$ cat src/rtl/red_pitaya_decim_avg_block_if.sv
// Sample/control inputs and decimated outputs of the boxcar averager.
interface red_pitaya_decim_avg_block_if #(
  parameter int SIGNALBITS = 14,
  parameter int LOGBITS    = 4,
  parameter int WINBITS    = 16
);
  logic [LOGBITS-1:0]           log2_n;
  logic                         enable;
  logic                         clear;
  logic signed [SIGNALBITS-1:0] signal_i;
  logic signed [SIGNALBITS-1:0] signal_o;
  logic signed [SIGNALBITS-1:0] min_o;
  logic signed [SIGNALBITS-1:0] max_o;
  logic                         valid_o;
  logic [WINBITS-1:0]           win_cnt_o;

  modport master (
    output log2_n, enable, clear, signal_i,
    input  signal_o, min_o, max_o, valid_o, win_cnt_o
  );

  modport slave (
    input  log2_n, enable, clear, signal_i,
    output signal_o, min_o, max_o, valid_o, win_cnt_o
  );
endinterface

$ cat src/rtl/red_pitaya_decim_avg_block.sv
// Boxcar averager/decimator: floored mean, min and max over 2^n accepted samples.
module red_pitaya_decim_avg_block #(
  parameter int SIGNALBITS = 14,
  parameter int MAXLOG     = 10,
  parameter int LOGBITS    = 4,
  parameter int WINBITS    = 16
) (
  input  logic                          clk_i,
  input  logic                          rst_i,
  red_pitaya_decim_avg_block_if.slave   bus
);
  localparam int ACCW = SIGNALBITS + MAXLOG;
  localparam int NLW  = $clog2(MAXLOG + 1);
  localparam logic signed [SIGNALBITS-1:0] SMAX = {1'b0, {(SIGNALBITS-1){1'b1}}};
  localparam logic signed [SIGNALBITS-1:0] SMIN = {1'b1, {(SIGNALBITS-1){1'b0}}};

  logic signed [ACCW-1:0]       acc, sum, shifted;
  logic [MAXLOG-1:0]            cnt, cnt_last;
  logic [NLW-1:0]               n_lat, n_req;
  logic signed [SIGNALBITS-1:0] min_t, max_t, min_nx, max_nx;
  logic                         last;

  always_comb begin
    n_req = NLW'(bus.log2_n);
    if (int'(bus.log2_n) > MAXLOG) n_req = NLW'(MAXLOG);
  end

  // Terminal count 2^n_lat-1; a shift by the full width yields all ones.
  always_comb begin
    cnt_last = ~({MAXLOG{1'b1}} << n_lat);
    last     = (cnt == cnt_last);
    sum      = acc + {{MAXLOG{bus.signal_i[SIGNALBITS-1]}}, bus.signal_i};
    shifted  = sum >>> n_lat;
    min_nx   = (bus.signal_i < min_t) ? bus.signal_i : min_t;
    max_nx   = (bus.signal_i > max_t) ? bus.signal_i : max_t;
  end

  always_ff @(posedge clk_i) begin
    if (rst_i) begin
      acc           <= '0;
      cnt           <= '0;
      n_lat         <= n_req;
      min_t         <= SMAX;
      max_t         <= SMIN;
      bus.signal_o  <= '0;
      bus.min_o     <= '0;
      bus.max_o     <= '0;
      bus.valid_o   <= 1'b0;
      bus.win_cnt_o <= '0;
    end else begin
      bus.valid_o <= 1'b0;
      if (bus.clear) begin
        acc           <= '0;
        cnt           <= '0;
        n_lat         <= n_req;
        min_t         <= SMAX;
        max_t         <= SMIN;
        bus.win_cnt_o <= '0;
      end else if (bus.enable) begin
        if (last) begin
          // Mean of in-range samples is in range, so truncation is exact.
          bus.signal_o  <= shifted[SIGNALBITS-1:0];
          bus.min_o     <= min_nx;
          bus.max_o     <= max_nx;
          bus.valid_o   <= 1'b1;
          bus.win_cnt_o <= bus.win_cnt_o + 1'b1;
          acc           <= '0;
          cnt           <= '0;
          n_lat         <= n_req;
          min_t         <= SMAX;
          max_t         <= SMIN;
        end else begin
          acc   <= sum;
          cnt   <= cnt + 1'b1;
          min_t <= min_nx;
          max_t <= max_nx;
        end
      end
    end
  end
endmodule

$ cat src/flat_wrapper.sv
// flat-port wrapper written by rule: the top's interface ports become plain ports
module red_pitaya_decim_avg_block_flat 
#(
  parameter int SIGNALBITS = 14,
  parameter int MAXLOG     = 10,
  parameter int LOGBITS    = 4,
  parameter int WINBITS    = 16
)
  (clk_i, rst_i, bus_log2_n, bus_enable, bus_clear, bus_signal_i, bus_signal_o, bus_min_o, bus_max_o, bus_valid_o, bus_win_cnt_o);
  red_pitaya_decim_avg_block_if #(.SIGNALBITS(SIGNALBITS), .LOGBITS(LOGBITS), .WINBITS(WINBITS)) bus_i ();
  input  logic clk_i;
  input  logic rst_i;
  input wire logic [$bits(bus_i.log2_n)-1:0] bus_log2_n;
  input wire logic [$bits(bus_i.enable)-1:0] bus_enable;
  input wire logic [$bits(bus_i.clear)-1:0] bus_clear;
  input wire logic [$bits(bus_i.signal_i)-1:0] bus_signal_i;
  output wire logic [$bits(bus_i.signal_o)-1:0] bus_signal_o;
  output wire logic [$bits(bus_i.min_o)-1:0] bus_min_o;
  output wire logic [$bits(bus_i.max_o)-1:0] bus_max_o;
  output wire logic [$bits(bus_i.valid_o)-1:0] bus_valid_o;
  output wire logic [$bits(bus_i.win_cnt_o)-1:0] bus_win_cnt_o;
  assign bus_i.log2_n = bus_log2_n;
  assign bus_i.enable = bus_enable;
  assign bus_i.clear = bus_clear;
  assign bus_i.signal_i = bus_signal_i;
  assign bus_signal_o = bus_i.signal_o;
  assign bus_min_o = bus_i.min_o;
  assign bus_max_o = bus_i.max_o;
  assign bus_valid_o = bus_i.valid_o;
  assign bus_win_cnt_o = bus_i.win_cnt_o;
  red_pitaya_decim_avg_block #(.SIGNALBITS(SIGNALBITS), .MAXLOG(MAXLOG), .LOGBITS(LOGBITS), .WINBITS(WINBITS)) u_core (.clk_i(clk_i), .rst_i(rst_i), .bus(bus_i));
endmodule
$ cat config.mk
export PLATFORM = sky130hd
export DESIGN_NAME = red_pitaya_decim_avg_block_flat
export DESIGN_NICKNAME = d
export VERILOG_FILES = /design/src/rtl/red_pitaya_decim_avg_block_if.sv /design/src/rtl/red_pitaya_decim_avg_block.sv /design/src/flat_wrapper.sv
export SDC_FILE = /design/constraint.sdc
export NUM_CORES = 1
export LEC_CHECK = 0
export CORE_ASPECT_RATIO = 0.5
export CORE_MARGIN = 4
export CORE_UTILIZATION = 53
export DETAILED_ROUTE_END_ITERATION = 12
export PLACE_DENSITY = 0.85
export SYNTH_ARGS = -nofsm -noshare
export SYNTH_HDL_FRONTEND = slang
export SYNTH_SLANG_ARGS = --single-unit
$ cat constraint.sdc
create_clock -name clk_i -period 3.4 [get_ports clk_i]
set_clock_uncertainty 0.1 [all_clocks]
set_input_delay 0.34 -clock clk_i [delete_from_list [all_inputs] [get_ports clk_i]]
set_output_delay 0.34 -clock clk_i [all_outputs]
set_load 0.005 [all_outputs]
==> impl_metrics.ini <==
[yosys]
ys_top_cells_by_count = dfxtp_1 (121), nand2_1 (111), nor2_1 (106)
synth_cell_type_count = 74
synth_most_common_cell = dfxtp_1
synthesis.yosys.warnings = 0
post-synth-top-area-cell = dfxtp_1
yosys_register_bits = 125
synth-edff-count = 4
synth_nets = 1075
synthCells = 1000
synth_sequential_area_ratio_pct = 30.86
synth_largest_type_area_fraction_pct = 29.40
synthesis.area_per_instance_sq_um = 8.239
yosys_most_used_dff = dfxtp_1
async_flop_share_pct = 0
syn-cell-area_sq_mm = 0.008239
ys_top_cells_by_area = dfxtp_1 (29%), ha_1 (7.9%), nand2_1 (5.1%)

[cells_and_area]
num_antenna_cells = 0
final_layout_size_suffix_gt1_share_pct = 20.71
utilization_pct = 73.34
layout-area-overhead-vs-synth_pct = 32.24
area.sequential_sq_mm = 0.002542
nets = 1269
final_cell_area_sq_mm = 0.01090
finish.cell_count_without_fillers = 1405
multiInputGateArea_sq_mm = 0.005368
fillers = 1091

[pwr]
total_power_mw = 4.357
power_density_mw_per_mm2 = 399.9
leakage_nw = 4.488
peakVddDrop_mv = 0.3471

[grt]
groute.usage.overall_pct = 28.39
globalRoute.totalOverflow = 0
wire_length_of_the_first_global_routing_pass_um = 40510
antenna_found_initial = 0
grt_max_degree = 59
grt_pass1_vias = 8406

[sta]
finalMaxSlewViolations = 0
timing.hold.ws_ns = 0.3665
period_needed_ns = 3.352
final_min_period_over_clock_period_pct = 98.58
post-route-worst-setup-slack_ns = 0.04821
fmax_mhz = 298.3
relSlewSlack_pct = 59.05
fin_setup_tns_ns = 0
finalHoldViolCount = 0
rsz_0062_raised_after_global_routing = yes
timing.final.setup_violations = 0
tightest_slew_ns = 0.6135

[clocking]
clk_latency_ns = 0.42
cts.root.buffer_cell = clkbuf_16
clock_sink_count = 125
cts.clk_slew.worst_paths_ns = 0.06
clockBufferDepth = 2
tritoncts = built
numCtsBuffers = 17
htree_levels = 4
postCtsSetupBuffers = 0

[floorplanning]
design.die.area_sq_mm = 0.01773
die_y_um = 96.17
placement_rows = 31
die_w_um = 184.3
core_area_sq_mm = 0.01486
start_util_pct = 55.46
num_io_pins = 81

[critical_path]
r2r_end = u_core.bus.signal_o[5]
worst_r2r_path_depth = 12
path_max_fanout = 6
path_cells = clkdlybuf4s50_1, ha_1, a21oi_1, o21ai_1, buf_4, a21oi_1, nand2_1, a311oi_2, a21oi_1, mux4_2, mux2_2, a211oi_2
critical_path.endpoint_type = flop
cp_slowest_cell = mux4_2
crit-reg2reg-launch = u_core.acc[0]
worstPathRequired_ns = 3.64
slack_of_the_worst_reg_to_reg_path_ns = 0.07
worst-path-buf-inv = 2
cpPeakStageDelay_ns = 0.48
cpMostUsedCell = a21oi_1
setup.worst_path.class = in -> reg
critical_path_arrival_ns = 3.59
cp_top_family = compound AO/OA/AOI/OAI gates
worst_setup_path_start_kind = input port

[route]
vias_per_cell = 6.100
drt-total-wl_um = 25590
detailroute.via_count = 8571
1st_iter_drt_viols = 719
detailedRoute.firstPassIterationCount = 7
antenna_left = 0
detail_route.wl_per_cell_um = 18.22
drc_errors = 0

[place]
placement.setup.worst_slack_ns = -0.5187
finalWeightedCongestion = 0.9338
port_buffer_count = 80
place.detailed.instances = 1373
place_hpwl_um = 18520
dpl_cell_area_sq_mm = 0.01023

[worst_hold_path]
hold_path_start = u_core.bus.signal_o[3]
hold_path_end = u_core.bus.signal_o[3]
worstHoldPathCells = 2
worstHoldPathType = reg -> reg

[flow_run]
cap_violations = 0

[status]
run_status = finished, final reports clean
## routing by layer
metal  vias up  track usage, %  part of all wire (%)
met4         0           13.04                   3.3
met5         -               0                     0
met1      4048           35.09                    42
met2       395           47.81                    47
met3        65           6.569                   7.9
li1       4063               -                     -
## where the power goes
group | total, mW | internal (mW) | switching (mW)
registers | 1.53 | 1.50 | 0.0271
logic | 1.06 | 0.491 | 0.574
clock network | 1.76 | 1.06 | 0.696
## worst max path at each step
stage                          start                      to  slack [ns]  cells past startpoint
floorplan            bus_signal_i[0]  u_core.bus.signal_o[5]        0.02                     11
global placement     bus_signal_i[0]  u_core.bus.signal_o[5]       -0.44                     13
detailed placement   bus_signal_i[0]  u_core.bus.signal_o[5]       -0.52                     13
CTS                    u_core.acc[0]  u_core.bus.signal_o[5]        0.02                     12
global route           u_core.acc[0]  u_core.bus.signal_o[5]        -0.1                     12
finish              bus_signal_i[10]  u_core.bus.signal_o[5]        0.05                     12
## cells by family after synthesis
logic type | after synthesis | share of synthesized area, %
DFF | 125 | 30.86
and+or+nand+nor | 352 | 20.20
AOI/OAI and AO/OA | 272 | 22.79
adders and majority gates | 53 | 8.140
xor gates and xnor gates | 41 | 4.358
buffers and inverters | 104 | 5.406
muxes | 53 | 8.246
## area by class of cell
| class | instances | share of cell area [%] |
|---|---|---|
| Clock buffer | 22 | 4.364 |
| Inverter | 38 | 1.309 |
| Timing Repair Buffer | 241 | 18.65 |
| Sequential cell | 125 | 23.33 |
| Multi-Input combinational cell | 771 | 49.27 |
| Tap cell | 198 | 2.274 |
| Clock inverter | 10 | 0.8039 |
## timing repair
item,CTS,global route
resized for setup,5,24
hold buffers,0,0
gates cloned,0,0
hold endpoints to repair,0,0
setup endpoints to repair,11,13
pin swaps,4,5
## state kept, by name, indices dropped and copies added (netlist names)
register and count:
u_core.bus.win_cnt_o 16, u_core.cnt 10, u_core.bus.valid_o 1, u_core.max_t 14, u_core.acc 24, u_core.min_t 14, u_core.bus.min_o 14, u_core.bus.signal_o 14
u_core.n_lat 4, u_core.bus.max_o 14
## worst register-to-register path: cells and delay by family, from the launching register on
family | cells | cell delay [ns]
AOI/OAI and AO/OA | 5 | 1.00
xor gates and xnor gates | 1 | 0.21
adders and majority gates | 2 | 0.54
buffers and inverters | 1 | 0.17
DFF | 1 | 0.32
muxes | 3 | 0.89
## layout by cell type, fill, tap and decap left out, types with 9 or more instances in the layout
cell type	count
and3_1	15
a311oi_1	14
a22o_1	14
inv_1	35
ha_1	51
nand4_1	15
nor3_1	15
a211oi_1	24
nor2_1	106
nand2_1	111
a31oi_1	10
o211ai_1	28
xor2_1	22
buf_4	159
mux2i_1	32
mux2_2	9
o21a_1	10
a21o_1	12
xnor2_1	16
clkdlybuf4s50_1	78
dfxtp_1	121
a21oi_1	65
o21ai_0	25
nand3_1	35
clkbuf_16	18
mux4_2	11
No activity file was read; power rests on OpenSTA's default activity.
